**src/rtl/jtag_types_pkg.sv**
```systemverilog
// Shared types and constants for the JTAG-to-AHB master controller.
//   ahb_cmd_t        : 41-bit command word as delivered by the command FIFO
//   ahb_ctrl_state_t : controller FSM states
//   HTRANS_*         : AHB transfer type encodings used by the master
//   ERR_*            : bit positions inside err_status
//   size_step()      : byte increment for an incrementing burst of a given size
package jtag_types_pkg;

  typedef struct packed {
    logic        is_addr;   // 1: ADDR word, 0: DATA word
    logic [3:0]  beats_m1;  // beat count minus one
    logic        incr;      // incrementing address between beats
    logic        write;     // 1: write burst, 0: read burst
    logic [1:0]  size;      // log2 of transfer bytes
    logic [31:0] addr;      // start address (ADDR) or write data (DATA)
  } ahb_cmd_t;

  typedef enum logic [2:0] {
    ST_IDLE    = 3'd0,
    ST_ADDR    = 3'd1,
    ST_DATA    = 3'd2,
    ST_WAIT_WD = 3'd3,
    ST_DRAIN   = 3'd4
  } ahb_ctrl_state_t;

  localparam logic [1:0] HTRANS_IDLE   = 2'b00;
  localparam logic [1:0] HTRANS_NONSEQ = 2'b10;

  localparam int ERR_HRESP   = 0;
  localparam int ERR_PROTO   = 1;
  localparam int ERR_TIMEOUT = 2;

  function automatic logic [31:0] size_step(input logic [1:0] size);
    return 32'd1 << size;
  endfunction

endpackage

```
**src/rtl/jtag_ahb_addr_gen.sv**
```systemverilog
// Burst address / beat bookkeeping for the JTAG AHB master.
// Holds the current beat address, transfer size, increment mode and the
// number of beats still to run after the current one.
// Ports:
//   CLK, RST        clock, asynchronous active-high reset
//   load            capture a new command (addr/size/incr/beats_m1)
//   load_*          fields of the new command
//   step            current beat finished: count down, advance address if incr
//   addr            current beat address
//   size            current transfer size
//   beats_left      beats remaining after the current one
//   last_beat       current beat is the final one of the burst
module jtag_ahb_addr_gen
  import jtag_types_pkg::*;
#(
  parameter int unsigned BEAT_W = 4
) (
  input  logic              CLK,
  input  logic              RST,
  input  logic              load,
  input  logic [31:0]       load_addr,
  input  logic [1:0]        load_size,
  input  logic              load_incr,
  input  logic [BEAT_W-1:0] load_beats_m1,
  input  logic              step,
  output logic [31:0]       addr,
  output logic [1:0]        size,
  output logic [BEAT_W-1:0] beats_left,
  output logic              last_beat
);

  logic incr_q;

  always_ff @(posedge CLK or posedge RST) begin
    if (RST) begin
      addr       <= '0;
      size       <= '0;
      incr_q     <= 1'b0;
      beats_left <= '0;
    end else if (load) begin
      addr       <= load_addr;
      size       <= load_size;
      incr_q     <= load_incr;
      beats_left <= load_beats_m1;
    end else if (step) begin
      beats_left <= beats_left - 1'b1;
      // 32-bit add wraps naturally past 0xFFFFFFFF
      if (incr_q) addr <= addr + size_step(size);
    end
  end

  assign last_beat = (beats_left == '0);

endmodule

```
**src/rtl/jtag_ahb_master_ctrl.sv**
```systemverilog
// AHB-Lite master driven by JTAG command words.
// Pops 41-bit commands from the (FWFT) command FIFO, runs single or
// incrementing bursts with one NONSEQ per beat, and pushes read data into
// the readback FIFO. Protocol, bus-error and timeout events are collected in
// the sticky err_status register.
// Optional feature: define JTAG_AHB_TIMEOUT_EN to enable the HREADY-low
// watchdog (TIMEOUT_CYCLES); otherwise DATA waits forever and err[2] is 0.
// Ports:
//   CLK, RST              clock, asynchronous active-high reset
//   fifo_rdata/empty/rinc command FIFO head word, empty flag, pop pulse
//   rb_wdata/winc/full    readback FIFO data, push pulse, full flag
//   HADDR..HWDATA         AHB master address/control/write-data outputs
//   HRDATA/HREADY/HRESP   AHB slave response inputs
//   err_clr               clear err_status (set wins in the same cycle)
//   busy                  controller not in IDLE
//   err_status            sticky [0] HRESP, [1] protocol, [2] timeout
//
// state      | meaning
// -----------+-------------------------------------------------------------
// ST_IDLE    | waiting for an ADDR word
// ST_WAIT_WD | write burst, waiting for the next DATA word
// ST_ADDR    | address phase (NONSEQ); reads hold here while rb_full
// ST_DATA    | data phase, waiting for HREADY
// ST_DRAIN   | bus error on a write burst, discarding its remaining DATA words
module jtag_ahb_master_ctrl
  import jtag_types_pkg::*;
#(
  parameter int unsigned MAX_BEATS      = 16,
  parameter int unsigned TIMEOUT_CYCLES = 1024
) (
  input  logic        CLK,
  input  logic        RST,
  input  logic [40:0] fifo_rdata,
  input  logic        fifo_empty,
  output logic        fifo_rinc,
  output logic [31:0] rb_wdata,
  output logic        rb_winc,
  input  logic        rb_full,
  output logic [31:0] HADDR,
  output logic [1:0]  HTRANS,
  output logic        HWRITE,
  output logic [2:0]  HSIZE,
  output logic [31:0] HWDATA,
  input  logic [31:0] HRDATA,
  input  logic        HREADY,
  input  logic        HRESP,
  input  logic        err_clr,
  output logic        busy,
  output logic [2:0]  err_status
);

  localparam int unsigned BEAT_W = $clog2(MAX_BEATS);

  ahb_cmd_t        cmd;
  ahb_ctrl_state_t state, state_nxt, decode_nxt;
  logic            cmd_valid, cmd_ok;
  logic            write_q;
  logic [31:0]     wdata_q;
  logic [2:0]      err_q, err_set;
  logic            load, step, wdata_load, rb_push, timeout;
  logic [1:0]      htrans;
  logic [31:0]     cur_addr;
  logic [1:0]      cur_size;
  logic [BEAT_W-1:0] beats_left;
  logic            last_beat;

  assign cmd       = fifo_rdata;
  assign cmd_valid = !fifo_empty;
  assign cmd_ok    = cmd.is_addr && (cmd.size != 2'b11);

  // Where a freshly popped word leads when treated as the start of a command.
  always_comb begin
    decode_nxt = ST_IDLE;
    if (cmd_ok) decode_nxt = cmd.write ? ST_WAIT_WD : ST_ADDR;
  end

  jtag_ahb_addr_gen #(.BEAT_W(BEAT_W)) u_addr_gen (
    .CLK           (CLK),
    .RST           (RST),
    .load          (load),
    .load_addr     (cmd.addr),
    .load_size     (cmd.size),
    .load_incr     (cmd.incr),
    .load_beats_m1 (BEAT_W'(cmd.beats_m1)),
    .step          (step),
    .addr          (cur_addr),
    .size          (cur_size),
    .beats_left    (beats_left),
    .last_beat     (last_beat)
  );

`ifdef JTAG_AHB_TIMEOUT_EN
  localparam int unsigned TO_W = (TIMEOUT_CYCLES > 1) ? $clog2(TIMEOUT_CYCLES) : 1;
  logic [TO_W-1:0] to_cnt;

  // Down-counter reloaded whenever the slave is not stalling a data phase;
  // reaching zero on the TIMEOUT_CYCLES-th stalled cycle fires the watchdog.
  always_ff @(posedge CLK or posedge RST) begin
    if (RST)
      to_cnt <= TO_W'(TIMEOUT_CYCLES - 1);
    else if (state == ST_DATA && !HREADY)
      to_cnt <= to_cnt - 1'b1;
    else
      to_cnt <= TO_W'(TIMEOUT_CYCLES - 1);
  end

  assign timeout = (state == ST_DATA) && !HREADY && (to_cnt == '0);
`else
  logic [31:0] unused_timeout_cfg;
  assign unused_timeout_cfg = TIMEOUT_CYCLES;
  assign timeout = 1'b0;
`endif

  // State register
  always_ff @(posedge CLK or posedge RST) begin
    if (RST) state <= ST_IDLE;
    else     state <= state_nxt;
  end

  // Next-state logic
  always_comb begin
    state_nxt = state;
    unique case (state)
      ST_IDLE:    if (cmd_valid) state_nxt = decode_nxt;
      ST_WAIT_WD: if (cmd_valid) state_nxt = cmd.is_addr ? decode_nxt : ST_ADDR;
      ST_ADDR:    if (write_q || !rb_full) state_nxt = ST_DATA;
      ST_DATA: begin
        if (timeout || (HREADY && HRESP))
          state_nxt = (write_q && !last_beat) ? ST_DRAIN : ST_IDLE;
        else if (HREADY)
          state_nxt = last_beat ? ST_IDLE : (write_q ? ST_WAIT_WD : ST_ADDR);
      end
      // beats_left was already stepped on the failing beat, so last_beat here
      // means this pop is the final orphaned DATA word.
      ST_DRAIN:   if (cmd_valid && (cmd.is_addr || last_beat)) state_nxt = ST_IDLE;
      default:    state_nxt = ST_IDLE;
    endcase
  end

  // Output / control logic
  always_comb begin
    fifo_rinc  = 1'b0;
    htrans     = HTRANS_IDLE;
    rb_push    = 1'b0;
    load       = 1'b0;
    step       = 1'b0;
    wdata_load = 1'b0;
    err_set    = '0;
    unique case (state)
      ST_IDLE: begin
        if (cmd_valid) begin
          fifo_rinc = 1'b1;
          if (cmd_ok) load = 1'b1;
          else        err_set[ERR_PROTO] = 1'b1;
        end
      end
      ST_WAIT_WD: begin
        if (cmd_valid) begin
          fifo_rinc = 1'b1;
          if (!cmd.is_addr) begin
            wdata_load = 1'b1;
          end else begin
            // Burst cut short by a new command; restart decode on it.
            err_set[ERR_PROTO] = 1'b1;
            load = cmd_ok;
          end
        end
      end
      ST_ADDR: begin
        if (write_q || !rb_full) htrans = HTRANS_NONSEQ;
      end
      ST_DATA: begin
        if (timeout) begin
          err_set[ERR_TIMEOUT] = 1'b1;
          step = 1'b1;
        end else if (HREADY) begin
          step = 1'b1;
          if (HRESP)         err_set[ERR_HRESP] = 1'b1;
          else if (!write_q) rb_push = 1'b1;
        end
      end
      ST_DRAIN: begin
        if (cmd_valid && !cmd.is_addr) begin
          fifo_rinc = 1'b1;
          step = 1'b1;
        end
      end
      default: ;
    endcase
  end

  always_ff @(posedge CLK or posedge RST) begin
    if (RST) begin
      write_q <= 1'b0;
      wdata_q <= '0;
      err_q   <= '0;
    end else begin
      if (load)       write_q <= cmd.write;
      if (wdata_load) wdata_q <= cmd.addr;
      err_q <= (err_clr ? 3'b000 : err_q) | err_set;
    end
  end

  assign HADDR      = cur_addr;
  assign HTRANS     = htrans;
  assign HWRITE     = write_q;
  assign HSIZE      = {1'b0, cur_size};
  assign HWDATA     = wdata_q;
  assign rb_winc    = rb_push;
  assign rb_wdata   = rb_push ? HRDATA : '0;
  assign busy       = (state != ST_IDLE);
  assign err_status = err_q;

endmodule

```
**config.mk**
```make
export PLATFORM = sky130hd
export DESIGN_NAME = jtag_ahb_master_ctrl
export DESIGN_NICKNAME = d
export VERILOG_FILES = /design/src/rtl/jtag_types_pkg.sv /design/src/rtl/jtag_ahb_addr_gen.sv /design/src/rtl/jtag_ahb_master_ctrl.sv
export SDC_FILE = /design/constraint.sdc
export NUM_CORES = 1
export LEC_CHECK = 0
export ABC_AREA = 1
export CAP_MARGIN = 10
export CORE_ASPECT_RATIO = 1.5
export CORE_MARGIN = 2
export CORE_UTILIZATION = 42
export CTS_BUF_LIST = sky130_fd_sc_hd__clkbuf_16
export DETAILED_ROUTE_END_ITERATION = 10
export MAX_ROUTING_LAYER = met4
export PLACE_DENSITY = 0.76
export RECOVER_POWER = 50
export SLEW_MARGIN = 20
export SYNTH_ARGS = -nofsm -noshare
export SYNTH_HDL_FRONTEND = slang
export SYNTH_HIERARCHICAL = 1
export SYNTH_SLANG_ARGS = --single-unit
```
**constraint.sdc**
```tcl
create_clock -name CLK -period 1.9 [get_ports CLK]
set_clock_uncertainty 0.1 [all_clocks]
set_input_delay 0.285 -clock CLK [delete_from_list [all_inputs] [get_ports CLK]]
set_output_delay 0.285 -clock CLK [all_outputs]
set_load 0.05 [all_outputs]
```
======== Word-level counts from Yosys, hierarchy flattened ========
Cells that the tools add are included.
W data, S select, Z words.
storage, ports and cells
  bits in registers ....................... 78
  word-level logic and storage cells ...... 88
  input bits .............................. 80
operators by class
  add/sub/neg operators ................... 2
  eq/ne operators ......................... 10
  bitwise gates (word level) .............. 1
  shift-type cells ........................ 1
  reductions and logical operators ........ 19
  multiplexer cells ....................... 47
operators by type and width
  operator                number
  $mux W32                4
  $add A32 B32 Y32        1
  $shl A1 B2 Y32 const A  1
  $mux W3                 9
  $mux W1                 21
  $pmux W3 S5             1
  $mux W2                 6
  $ne A2 B2 Y1 const B    5
  $mux W4                 2
  $pmux W1 S2             4
  $eq A3 B2 Y1 const B    2
  $logic_and A1 B1 Y1     5
  $reduce_and A5 Y1       1
  $logic_not A1 Y1        4
  $logic_not A4 Y1        1
  $reduce_bool A2 Y1      2
  $sub A4 B1 Y4 const B   1
  $eq A3 B1 Y1 const B    1
  $eq A3 B3 Y1 const B    1
  $logic_not A3 Y1        1
  $ne A3 B3 Y1 const B    1
  $or A3 B2 Y3            1
  $reduce_bool A3 Y1      1
  $logic_or A1 B1 Y1      2
  2 further kinds         2

======== Longest topological paths before layout ========
Gate-level depths: netlist (run 1).
  depth after elaboration ................. 7
  gate-level depth with buffers ........... 14
  gate-level depth less buffers ........... 14

======== Cells and area by module ========
Netlist (run 1), hierarchy kept.
by module, submodules not included
  module                cells each  times used  area each (µm²)
  jtag_ahb_addr_gen     489         1           3,049.2
  jtag_ahb_master_ctrl  293         1           2,317.2

======== Least setup slack after synthesis (run 1) ========
No wires, ideal clock.
  path type ............................... register -> register
  start point ............................. register u_addr_gen.size[0]
  end point ............................... register u_addr_gen.addr[6]
  slack ................................... -0.405 ns
  required time ........................... 1.670 ns
  arrival ................................. 2.075 ns
  cell stages (with the launch flop) ...... 11
  cell sequence ........................... dfrtp_1 -> nor2_1 -> ha_1 -> fa_1 -> nand2_1 -> nand3_1 -> nand3_1 -> inv_1 -> o21ai_0 -> nand2_1 -> a21boi_0
on the way
  word-level cells in the longest chain between the ends .. 5
RTL lines
  what                    line                     source
  start, declared         jtag_ahb_addr_gen.sv:27  output logic [1:0] size,
  start signal, assigned  jtag_ahb_addr_gen.sv:42  size <= load_size;
  $shl A1 B2 Y32          jtag_types_pkg.sv:34     return 32'd1 << size;
  $add A32 B32 Y32        jtag_ahb_addr_gen.sv:48  if (incr_q) addr <= addr + size_step(size);
  $mux W32                jtag_ahb_addr_gen.sv:48
  $mux W32                jtag_ahb_addr_gen.sv:45  end else if (step) begin
  $mux W32                jtag_ahb_addr_gen.sv:40  end else if (load) begin
  end signal, assigned    jtag_ahb_addr_gen.sv:41  addr <= load_addr;
  end signal, assigned    jtag_ahb_addr_gen.sv:48
  end, declared           jtag_ahb_addr_gen.sv:26  output logic [31:0] addr,
No other way between the ends. The select of a mux whose other input is x is not followed.
A chain may end at the register's enable or synchronous reset.

======== Final worst setup path (run 1) ========
  start point ............................. register state[2]
  end point ............................... output rb_wdata[30]
on the way
  word-level cells in the longest chain between the ends .. 3
RTL lines
  what                    line                         source
  start, declared         jtag_ahb_master_ctrl.sv:55   ahb_ctrl_state_t state, state_nxt, decode_nxt;
  start signal, assigned  jtag_ahb_master_ctrl.sv:117  else state <= state_nxt;
  $eq A3 B2 Y1            jtag_ahb_master_ctrl.sv:149  unique case (state)
  $mux W1                 jtag_ahb_master_ctrl.sv:149
  $mux W32                jtag_ahb_master_ctrl.sv:210  assign rb_wdata = rb_push ? HRDATA : '0;
  end, declared           jtag_ahb_master_ctrl.sv:36   output logic [31:0] rb_wdata,
No other way between the ends.

==> summary.md, run 1 <==
| Metric | Value |
|---|---|
| DPL Wire Length | 14400 um |
| Register area share after synthesis | 0.359 |
| Peak VDD IR | 0.907 mV |
| Die X | 96.3 um |
| Floorplan die area | 13700 um2 |
| Power per cell area | 1580 nW/um2 |
| Number of DRC violations after detailed-routing iteration 0 | 480 |
| Failing checks | negative setup slack |
| First-pass GRT wire length | 29600 um |
| Synth Instances | 782 |
| Transition time of the tightest slew-check pin | 1060 ps |
| CTS max path bufs | 2 |
| Endpoint arrival time on the critical path | 1890 ps |
| DIE HEIGHT | 142 um |
| Port Buffer Count | 184 |
| Clock latency reported for the late side of the worst-skew pair | 350 ps |
| Number of search-and-repair iterations in the first detailed-routing pass | 6 |
| TritonCTS clock tree | done |
| Area of the mapped netlist | 5370 um2 |
| Total via count after detailed routing | 6405 |
| Pin count of the biggest net entering global routing | 40 |
| Endpoints failing hold | 0 |
| Nets@finish | 1138 |
| Placer Congestion | 1.01 |
| WS Path Type | flop to output pin |
| Avg WL per Cell | 17.4 um |
| Core Area | 12400 um2 |
| Cell repeated most along the worst path | sky130_fd_sc_hd__nor2_4 |
| Nature of the critical path startpoint | flop |
| Simple-gate share of the synthesized area | 0.453 |
| CP max FO | 6 |
| Clock input transition at the sequential cells of the worst setup and hold paths | 70 ps |
| Synth top area share | 0.359 |
| Max stage delay cell, worst path | sky130_fd_sc_hd__dfrtp_1 |
| CTS HTree Levels | 3 |
| Post-route ant nets | 0 |
| Share of the clock period used by the worst path after layout | 1.20 |
| Antenna violations before repair | 0 |
| Number of buffers created by CTS | 9 |
| Unrepaired setup endpoints after global routing | true |
| Synthesized area per cell | 6.86 um2 |
| Detailed Route WL | 21100 um |
| Combinational family with the most area after synthesis | simple AND/OR/NAND/NOR gates |
| Maxcap violations | 0 |
| Critical path endpoint category | output pin |
| Worst path required time | 1510 ps |
| Vias in the first global route | 5884 |
| Worst Slack Setup Final | -371 ps |
| Result of the run | finished, violations left |
| Post-CTS Hold Fix Bufs | 0 |
| Worst hold margin | 364 ps |
| Post-synthesis share of cell area spent on full adders, half adders and majority gates | 0.0154 |
| Top achievable clock speed | 440 MHz |
| Post-synthesis register bit count | 77 |
| Most area-consuming cells after synthesis | sky130_fd_sc_hd__dfrtp_1 (36%), sky130_fd_sc_hd__nand2_1 (18%), sky130_fd_sc_hd__nor2_4 (7.6%), sky130_fd_sc_hd__nand3_1 (7.4%), sky130_fd_sc_hd__nor2_1 (6.6%) |
| Remaining DRCs | 0 |
| Cell Rows | 50 |
| IO Count | 188 |
| Post-layout minimum cycle time | 2270 ps |
| Post-synthesis compound-gate area fraction | 0.0506 |
| Fraction of synthesized area in multiplexers | 0 |
| Final setup vio count | 74 |
| Total routing usage reported by global routing | 0.290 |
| Total number of clock tree sinks | 77 |
| Antenna cells | 0 |
| Area overhead of the layout relative to synthesis | 74.0% |
| Initial standard-cell utilization of the core | 0.431 |
| Max stage delay on crit path | 400 ps |
| Ratio of routed vias to standard cells | 5.28 |
| Share of the synthesized netlist area taken by xor and xnor gates | 0.00653 |
| Total grt overflow | 0 |
| Yosys synthesis warning count | 6 |
| Ratio of cells with drive above 1 in the final layout | 0.353 |
| Slew Limit Fails | 0 |
| Hold Path Class | flop to flop |
| Number of library cell types mapped by synthesis | 38 |
| Cell type with the highest aggregate area in the netlist | sky130_fd_sc_hd__dfrtp_1 |
| Cells along the critical path | inv_2, nand2_2, nor2_4, inv_2, buf_6, nor2_4, nand2_4, buf_12, nor2_4, buf_12 |
| Relative slew margins | 0.293 |
| Leak Pwr | 4.72 nW |
| Total power | 14.8 mW |
| Clock Tree Root | sky130_fd_sc_hd__clkbuf_16 |
==> area by class of cell <==
class | instances | area, um2
multi-input combinational | 578 | 3360
timing repair buffer | 286 | 3160
clock buffer | 9 | 225
tap | 156 | 195
fill | 869 | 3110
inverter | 100 | 403
sequential | 77 | 1930
clock inverter | 7 | 63.8
==> routing by layer <==
layer / track usage / share of wire
met1: 0.328 / 0.33
met2: 0.485 / 0.53
met3: 0.0583 / 0.077
met4: 0.133 / 0.057
met5: - / 0
==> registers in the layout (all words and copies together), names as in the netlist <==
name,flops
HWDATA,32
u_addr_gen/addr,32
u_addr_gen/beats_left,4
state,3
err_status,2
u_addr_gen/size,2
HWRITE,1
u_addr_gen/incr_q,1
==> cells in the mapped netlist, drive strengths merged <==
cell type	number
ha	5
nand2	275
inv	99
a21boi	1
o221ai	2
o22ai	3
clkinv	1
or2	1
nand3b	5
nor2	136
o21bai	2
nand3	80
and2	2
a31oi	2
xor2	2
buf	30
o21ai	25
o211ai	3
clkbuf	1
nor3	1
dfrtp	77
nand4	15
xnor2	2
conb	1
fa	1
o31ai	1
a21oi	9
==> per-stage QoR <==
step                setup WS (ps)  instance area [um2]  setup TNS, ps  cells   util
CTS                          -323                 8640         -11290   1185  0.694
global placement             -275                 8080         -11500   1158  0.649
detailed placement           -277                 8080         -12600   1158  0.649
finish                       -371                 9340         -18840   1213  0.750
global route                 -439                 9340         -23880   1213  0.750
floorplan                   -98.9                 5490          -1510    784      -
==> cell usage in the layout (no fill, tap or decap), types with 22 or more instances in the layout <==
master,netlist,final
sky130_fd_sc_hd__buf_6,6,22
sky130_fd_sc_hd__inv_1,94,89
sky130_fd_sc_hd__nand2_1,264,238
sky130_fd_sc_hd__clkdlybuf4s50_1,0,78
sky130_fd_sc_hd__buf_4,3,116
sky130_fd_sc_hd__buf_12,3,47
sky130_fd_sc_hd__dfrtp_1,77,71
sky130_fd_sc_hd__nor2_4,36,50
sky130_fd_sc_hd__nor2_2,5,24
sky130_fd_sc_hd__nor2_1,95,62
sky130_fd_sc_hd__nand3_1,79,69
==> where the power goes <==
part | total (mW) | switching, mW | leakage [nW] | internal [mW]
Sequential | 3.29 | 0.874 | 0.971 | 2.41
Combinational | 9.75 | 6.11 | 3.61 | 3.64
Clock | 1.73 | 0.815 | 0.137 | 0.919
==> path summary, 6_finish.rpt <==
| check | startpoint | end | slack (ps) | cells after the start |
|---|---|---|---|---|
| setup reg to reg | state[0] | u_addr_gen/addr[12] | -310 | 14 |
| hold reg to reg | HWDATA[19] | HWDATA[19] | 360 | 2 |
| min in group asynchronous | RST | HWDATA[1] | 610 | 3 |
| max in group asynchronous | RST | u_addr_gen/addr[3] | 350 | 3 |
| setup / recovery | state[2] | rb_wdata[30] | -370 | 10 |
| hold / removal | HWDATA[19] | HWDATA[19] | 360 | 2 |
==> kinds of logic after synthesis <==
logic type / after synthesis
flops: 77
fa+ha+maj: 6
buf+inv: 131
other cells: 1
xor+xnor: 4
compound gates: 48
simple gates: 515
==> worst max-delay path, delay by kind of cell (launching register included) <==
kind                   cells  cell delay (ps)
buffers and inverters      5              590
flip-flops                 1              400
AND/OR/NAND/NOR            5              540
==> timing repair <==
action                     4_1_cts  5_1_grt
setup endpoints to repair       71       82
gates resized for setup         43      139
pin swaps                       19       30
setup buffers                    8       24
cloned                           4        4
Power figures use the tool's default switching activity.
==> inputs of run 2 (changes only) <==
Settings changed: MAX_ROUTING_LAYER met4 to unset.
==> run 2 against run 1 <==
Net effect: the run still ends with negative setup slack left; fmax fell by 1.6%; critical endpoint is now rb_wdata[21]; critical path type unchanged; sequential share of layout area up 1.5 points; sequential cell count unchanged.
==> summary.md, run 2 (synthesis gave the netlist of run 1 again) <==
| Metric | Value |
|---|---|
| Top achievable clock speed | 433 MHz (-1.6%) |
| Nature of the critical path startpoint | flop |
| Clock input transition at the sequential cells of the worst setup and hold paths | 70 ps (about the same) |
| Total grt overflow | 0 (unchanged) |
| Share of the clock period used by the worst path after layout | 1.22 (+0.0200) |
| Post-route ant nets | 0 (unchanged) |
| Combinational fraction of design power | 0.635 (-0.025) |
| Peak VDD IR | 1.01 mV (+11%) |
| TritonCTS clock tree | done |
| Switching component of the power | 7.23 mW (-7.3%) |
| Pin count of the biggest net entering global routing | 40 (unchanged) |
| Total power | 13.8 mW (-6.3%) |
| CTS max path bufs | 2 (unchanged) |
| Slew Limit Fails | 0 (unchanged) |
| Total number of clock tree sinks | 77 (unchanged) |
| Endpoints failing hold | 0 (unchanged) |
| CP max FO | 10 (+4) |
| Worst Slack Setup Final | -409 ps (-37.9 ps) |
| Sequential fraction of design power | 0.235 (+0.013) |
| Number of DRC violations after detailed-routing iteration 0 | 361 (-25%) |
| Detailed Route WL | 19800 um (-6.1%) |
| Ratio of cells with drive above 1 in the final layout | 0.281 (-0.0720) |
| DIE HEIGHT | 142 um (unchanged) |
| Transition time of the tightest slew-check pin | 1040 ps (-15.2 ps) |
| DPL Wire Length | 14600 um (+1.5%) |
| Most frequent cells in the layout | sky130_fd_sc_hd__nand2_1 (256), sky130_fd_sc_hd__buf_4 (113), sky130_fd_sc_hd__inv_1 (90), sky130_fd_sc_hd__nor2_1 (84), sky130_fd_sc_hd__clkdlybuf4s50_1 (80) |
| WS Path Type | flop to output pin |
| Leak Pwr | 4.47 nW (-5.2%) |
| Antenna cells | 0 (unchanged) |
| Port Buffer Count | 184 (unchanged) |
| Result of the run | finished, violations left |
| First-pass GRT wire length | 29300 um (-1.2%) |
| Worst path required time | 1510 ps (about the same) |
| Initial standard-cell utilization of the core | 0.431 (unchanged) |
| Critical path endpoint category | output pin |
| Failing checks | negative setup slack |
| Total via count after detailed routing | 6080 (-5.1%) |
| Relative slew margins | 0.303 (+0.0102) |
| Worst hold margin | 363 ps (-0.685 ps) |
| Net Sw Frac | 0.522 (-0.00554) |
| Clock Tree Root | sky130_fd_sc_hd__clkbuf_16 |
| Placer Congestion | 0.931 (-8.1%) |
| Internal portion of total power | 6.61 mW (-5.2%) |
| Unrepaired setup endpoints after global routing | true |
| Ratio of routed vias to standard cells | 5.10 (-3.4%) |
| Number of buffers created by CTS | 9 (unchanged) |
| Antenna violations before repair | 0 (unchanged) |
| Hold Path Class | flop to flop |
| Area overhead of the layout relative to synthesis | 62.3% |
| Core Area | 12400 um2 (unchanged) |
| Final setup vio count | 70 (-5.4%) |
| CTS HTree Levels | 3 (unchanged) |
| Remaining DRCs | 0 (unchanged) |
| Place WS | -313 ps (-36.1 ps) |
| Nets@finish | 1117 (-1.8%) |
| IO Count | 188 (unchanged) |
| Avg WL per Cell | 16.6 um (-4.5%) |
| Most common cell after layout, fill and taps aside | sky130_fd_sc_hd__nand2_1 |
| Post-layout minimum cycle time | 2310 ps (+37.9 ps) |
| Number of search-and-repair iterations in the first detailed-routing pass | 5 (-1) |
| Total routing usage reported by global routing | 0.280 (-0.0102) |
| Vias in the first global route | 5782 (-1.7%) |
| Maxcap violations | 0 (unchanged) |
| Cell Rows | 50 (unchanged) |
| Clock latency reported for the late side of the worst-skew pair | 340 ps (about the same) |
| Power per cell area | 1590 nW/um2 (+0.43%) |
| Die X | 96.3 um (unchanged) |
| Endpoint arrival time on the critical path | 1920 ps (+30 ps) |
| Floorplan die area | 13700 um2 (unchanged) |
| Clk network pwr share | 0.130 (+0.013) |
| Post-CTS Hold Fix Bufs | 0 (unchanged) |
-- run 2: changes by cell type in the layout (fill, tap and decap cells not counted), sizes merged --
cell,change
buf,-19
bufinv,+1
clkbuf,-1
clkdlybuf4s50,+2
clkinv,+1
clkinvlp,-1
dlygate4sd2,-1
dlymetal6s2s,-1
inv,-1
nand2,-1
-- run 2: worst max-delay path, stage by stage, from the launching register on --
cell                      delay, ps
sky130_fd_sc_hd__dfrtp_1        400
sky130_fd_sc_hd__inv_2           80
sky130_fd_sc_hd__nand2_2         70
sky130_fd_sc_hd__nor2_4         110
sky130_fd_sc_hd__inv_2           60
sky130_fd_sc_hd__buf_6          120
sky130_fd_sc_hd__nor2_4         140
sky130_fd_sc_hd__nand2_4        120
sky130_fd_sc_hd__buf_12         200
sky130_fd_sc_hd__nor2_4         110
sky130_fd_sc_hd__buf_12         150
-- run 2: stage by stage --
| step | setup TNS, ps | cells | area, um2 | utilization |
|---|---|---|---|---|
| finish | -21170 | 1192 | 8710 | 0.700 |
| CTS | -14510 | 1183 | 8560 | 0.687 |
| global placement | -12850 | 1159 | 8090 | 0.650 |
| floorplan | -1510 | 784 | 5490 | - |
| global route | -26890 | 1192 | 8710 | 0.700 |
| detailed placement | -14660 | 1159 | 8090 | 0.650 |
-- run 2: per-layer routing --
layer	vias to the layer above	wire length, um	global-route usage
li1	2931	-	-
met1	2837	7060	0.320
met2	262	10600	0.497
met3	50	1290	0.0397
met4	0	851	0.138
met5	-	0	0
-- run 2: power groups by stage --
stage | clock network [mW] | logic [mW] | registers [mW]
after floorplan | 0 | 2.97 | 5.48
after global placement | 0 | 8.19 | 3.26
after detailed placement | 0 | 8.31 | 3.28
after CTS | 1.81 | 8.54 | 3.25
after global routing | 1.89 | 9.37 | 3.36
final | 1.79 | 8.79 | 3.25
-- run 2: path summary, 6_finish.rpt --
| kind | start | endpoint | slack (ps) | cells after the start |
|---|---|---|---|---|
| worst min-delay path | HWDATA[24] | HWDATA[24] | 360 | 2 |
| worst min register to register | HWDATA[24] | HWDATA[24] | 360 | 2 |
| max in group asynchronous | RST | u_addr_gen/addr[3] | 350 | 3 |
| worst max-delay path | state[2] | rb_wdata[21] | -410 | 10 |
| min in group asynchronous | RST | err_status[1] | 630 | 3 |
| worst max register to register | state[2] | u_addr_gen/addr[28] | -350 | 12 |
-- run 2: cell type report --
cell class,count,area [um2]
multi-input cells,577,3030
repair buffers,266,2860
clock inverters,7,78.8
inverters,100,389
flip-flops and latches,77,1930
fillers,958,3740
clock buffers,9,225
well taps,156,195
-- run 2: repair_timing --
action                     in CTS  in global routing
setup endpoints to repair      70                 84
setup buffers                   8                  8
gates cloned                    1                  1
pin swaps                       9                  4
gates resized for setup        32                 29
==> inputs of run 3 (changes only) <==
Settings changed: PLACE_DENSITY 0.76 to 0.73.
Clock period 1.9 ns to 3 ns, I/O delays scaled along.
==> run 3 against run 2 <==
Net effect: highest routed layer unchanged; worst setup slack improved by 710 ps; power fell by 43%; register-to-register slack improved by 900 ps; final cell count fell by 6.1%; critical path depth is 1 lower; global-route usage down 2.4 points; the run ends with max-capacitance violations, max-slew violations left; clock-buffer cell count unchanged; largest power group unchanged; non-clock buffer count fell by 72; final area fell by 9.3%.
==> summary.md, run 3 (synthesis gave the netlist of run 1 again) <==
| Metric | Value |
|---|---|
| Worst hold path endpoint | HWDATA[29] |
| Post-route non-filler standard cell count | 1119 (-6.1%) |
| Core Area | 12400 um2 (unchanged) |
| Power per cell area | 995 nW/um2 (-37%) |
| First-pass GRT wire length | 26800 um (-8.4%) |
| Total grt overflow | 0 (unchanged) |
| CP max FO | 21 (+11) |
| Combinational fraction of design power | 0.598 (-0.037) |
| Post-route ant nets | 0 (unchanged) |
| Final setup vio count | 0 (-100%) |
| Critical path endpoint category | output pin |
| Placer Congestion | 0.893 (-4.1%) |
| Max stage delay on crit path | 390 ps (about the same) |
| Antenna cells | 0 (unchanged) |
| Endpoints failing hold | 0 (unchanged) |
| Cell depth of the worst flop-to-flop path | 12 (unchanged) |
| DPL Wire Length | 13600 um (-7.4%) |
| Post-CTS Hold Fix Bufs | 0 (unchanged) |
| Ratio of routed vias to standard cells | 4.98 (-2.4%) |
| Ratio of cells with drive above 1 in the final layout | 0.119 (-0.161) |
| Max stage delay cell, worst path | sky130_fd_sc_hd__dfrtp_1 |
| DIE HEIGHT | 142 um (unchanged) |
| Clock Tree Root | sky130_fd_sc_hd__clkbuf_16 |
| Slack of the worst reg-to-reg path | 550 ps (+900 ps) |
| Clock latency reported for the late side of the worst-skew pair | 330 ps (about the same) |
| Slew Limit Fails | 35 (+35) |
| Clock input transition at the sequential cells of the worst setup and hold paths | 60 ps (about the same) |
| End of the worst register-to-register path | u_addr_gen/addr[9] |
| Area overhead of the layout relative to synthesis | 47.2% |
| Cells on Worst Hold Path | 2 (unchanged) |
| Total routing usage reported by global routing | 0.255 (-0.0245) |
| Number of buffer and inverter instances along the worst setup path | 4 (-1) |
| Top delay family on crit path | simple AND/OR/NAND/NOR gates |
| Remaining DRCs | 0 (unchanged) |
| Vias in the first global route | 5298 (-8.4%) |
| Transition time of the tightest slew-check pin | 1510 ps (+468 ps) |
| Number of search-and-repair iterations in the first detailed-routing pass | 6 (+1) |
| Post_cts resized | 0 (-100%) |
| Reg-to-reg critical path startpoint | state[2] |
| Top achievable clock speed | 371 MHz |
| Relative slew margins | -0.00845 (-0.312) |
| Setup_tns | 0 ps (+21170 ps) |
| Peak VDD IR | 0.583 mV (-42%) |
| Total via count after detailed routing | 5571 (-8.4%) |
| Hold Path Class | flop to flop |
| Most frequent cells in the layout | sky130_fd_sc_hd__nand2_1 (264), sky130_fd_sc_hd__clkdlybuf4s50_1 (105), sky130_fd_sc_hd__inv_1 (95), sky130_fd_sc_hd__nor2_1 (94), sky130_fd_sc_hd__nand3_1 (79) |
| Switching component of the power | 4.20 mW (-42%) |
| Share of the clock period used by the worst path after layout | 0.899 |
| Antenna violations before repair | 0 (unchanged) |
| Detailed Route WL | 17600 um (-11%) |
| Floorplan die area | 13700 um2 (unchanged) |
| Most common cell after layout, fill and taps aside | sky130_fd_sc_hd__nand2_1 |
| Post-layout minimum cycle time | 2700 ps |
| Pin count of the biggest net entering global routing | 54 (+35%) |
| Port Buffer Count | 184 (unchanged) |
| Cell repeated most along the worst path | sky130_fd_sc_hd__nor2_4 |
| Number of buffers created by CTS | 9 (unchanged) |
| Initial standard-cell utilization of the core | 0.431 (unchanged) |
| CTS HTree Levels | 3 (unchanged) |
| Result of the run | finished, violations left |
| Internal portion of total power | 3.66 mW (-45%) |
| Maxcap violations | 1 (+1) |
| Setup bufs post-CTS | 0 (-8) |
| Final core utilization | 0.634 (-0.0653) |
| TritonCTS clock tree | done |
| Hold Path Origin | HWDATA[29] |
| Total number of clock tree sinks | 77 (unchanged) |
| Clk network pwr share | 0.142 (+0.012) |
| Fill count | 1142 (+19%) |
| Avg WL per Cell | 15.7 um (-5.6%) |
| Leak Pwr | 3.88 nW (-13%) |
| WS Path Type | flop to output pin |
| Failing checks | max-capacitance violations, max-slew violations |
| Number of DRC violations after detailed-routing iteration 0 | 279 (-23%) |
| Worst hold margin | 361 ps (-2.60 ps) |
| CTS max path bufs | 2 (unchanged) |
| Sequential fraction of design power | 0.260 (+0.025) |
| Nets@finish | 1044 (-6.5%) |
| Net Sw Frac | 0.534 (+0.0119) |
| Cell Rows | 50 (unchanged) |
| Cell total after placement | 1103 (-4.8%) |
| IO Count | 188 (unchanged) |
| Unrepaired setup endpoints after global routing | false |
| Cells along the critical path | inv_1, nand2_2, nor2_4, inv_2, nor2_4, nand2_4, buf_12, nor2_4, buf_12 |
| Endpoint arrival time on the critical path | 2150 ps (+230 ps) |
| Total power | 7.86 mW (-43%) |
| Worst path required time | 2450 ps (+940 ps) |
| Die X | 96.3 um (unchanged) |
| Nature of the critical path startpoint | flop |
==> run 3: cell types whose count changed in the layout (fill, tap and decap cells not counted), moves of 7 or more <==
cell / previous run / this run
sky130_fd_sc_hd__buf_6: 14 / 0
sky130_fd_sc_hd__dlymetal6s2s_1: 10 / 0
sky130_fd_sc_hd__buf_4: 113 / 4
sky130_fd_sc_hd__buf_12: 43 / 36
sky130_fd_sc_hd__clkdlybuf4s50_1: 80 / 105
sky130_fd_sc_hd__nor2_1: 84 / 94
sky130_fd_sc_hd__nand2_1: 256 / 264
sky130_fd_sc_hd__dlygate4sd3_1: 1 / 45
sky130_fd_sc_hd__nand2_4: 10 / 3
sky130_fd_sc_hd__nor2_4: 44 / 36
==> run 3: worst max path at each step <==
stage                            start  cells after the start                   to  slack [ps]
finish                        state[2]                      9         rb_wdata[15]         300
global route                  state[2]                      9         rb_wdata[15]         180
detailed placement      fifo_rdata[40]                     13   u_addr_gen/addr[4]         340
CTS                           state[2]                      9         rb_wdata[15]         360
floorplan           u_addr_gen/size[0]                     10   u_addr_gen/addr[6]         690
global placement        fifo_rdata[40]                     11  u_addr_gen/addr[15]         410
==> run 3: per-layer routing <==
metal  part of all wire  track usage  wire length, um  up-vias
met5                  0            0                0        -
met4              0.034        0.101              598        0
met3              0.057       0.0434              994       38
met2               0.54        0.463             9540      193
met1               0.37        0.289             6440     2565
li1                   -            -                -     2775
==> run 3: power by group through the flow <==
| stage | clock (mW) | combinational, mW | sequential [mW] |
|---|---|---|---|
| 2_1_floorplan | 0 | 1.76 | 3.45 |
| 3_3_place_gp | 0 | 4.78 | 2.06 |
| 3_5_place_dp | 0 | 4.81 | 2.07 |
| 4_1_cts | 1.12 | 4.83 | 2.06 |
| 5_1_grt | 1.17 | 5.05 | 2.12 |
| 6_report | 1.11 | 4.70 | 2.05 |
==> run 3: layout make-up <==
type / instances / area, um2 / share of cell area
repair buffers: 194 / 2270 / 0.287
flip-flops and latches: 77 / 1930 / 0.244
clock buffers: 9 / 225 / 0.0285
clock inverters: 7 / 75.1 / 0.00950
multi-input cells: 576 / 2830 / 0.358
inverters: 100 / 375 / 0.0475
well taps: 156 / 195 / 0.0247
==> run 3: through the flow <==
step	instance area [um2]	worst slack (ps)
5_1_grt	7900	178
6_report	7900	303
4_1_cts	7910	356
3_5_place_dp	7610	343
3_3_place_gp	7610	414
2_1_floorplan	5370	695
==> run 3: worst min-delay path, stage by stage (launching register included) <==
cell and delay [ps]:
sky130_fd_sc_hd__dfrtp_1 340, sky130_fd_sc_hd__nand2_1 50, sky130_fd_sc_hd__nand2_1 40
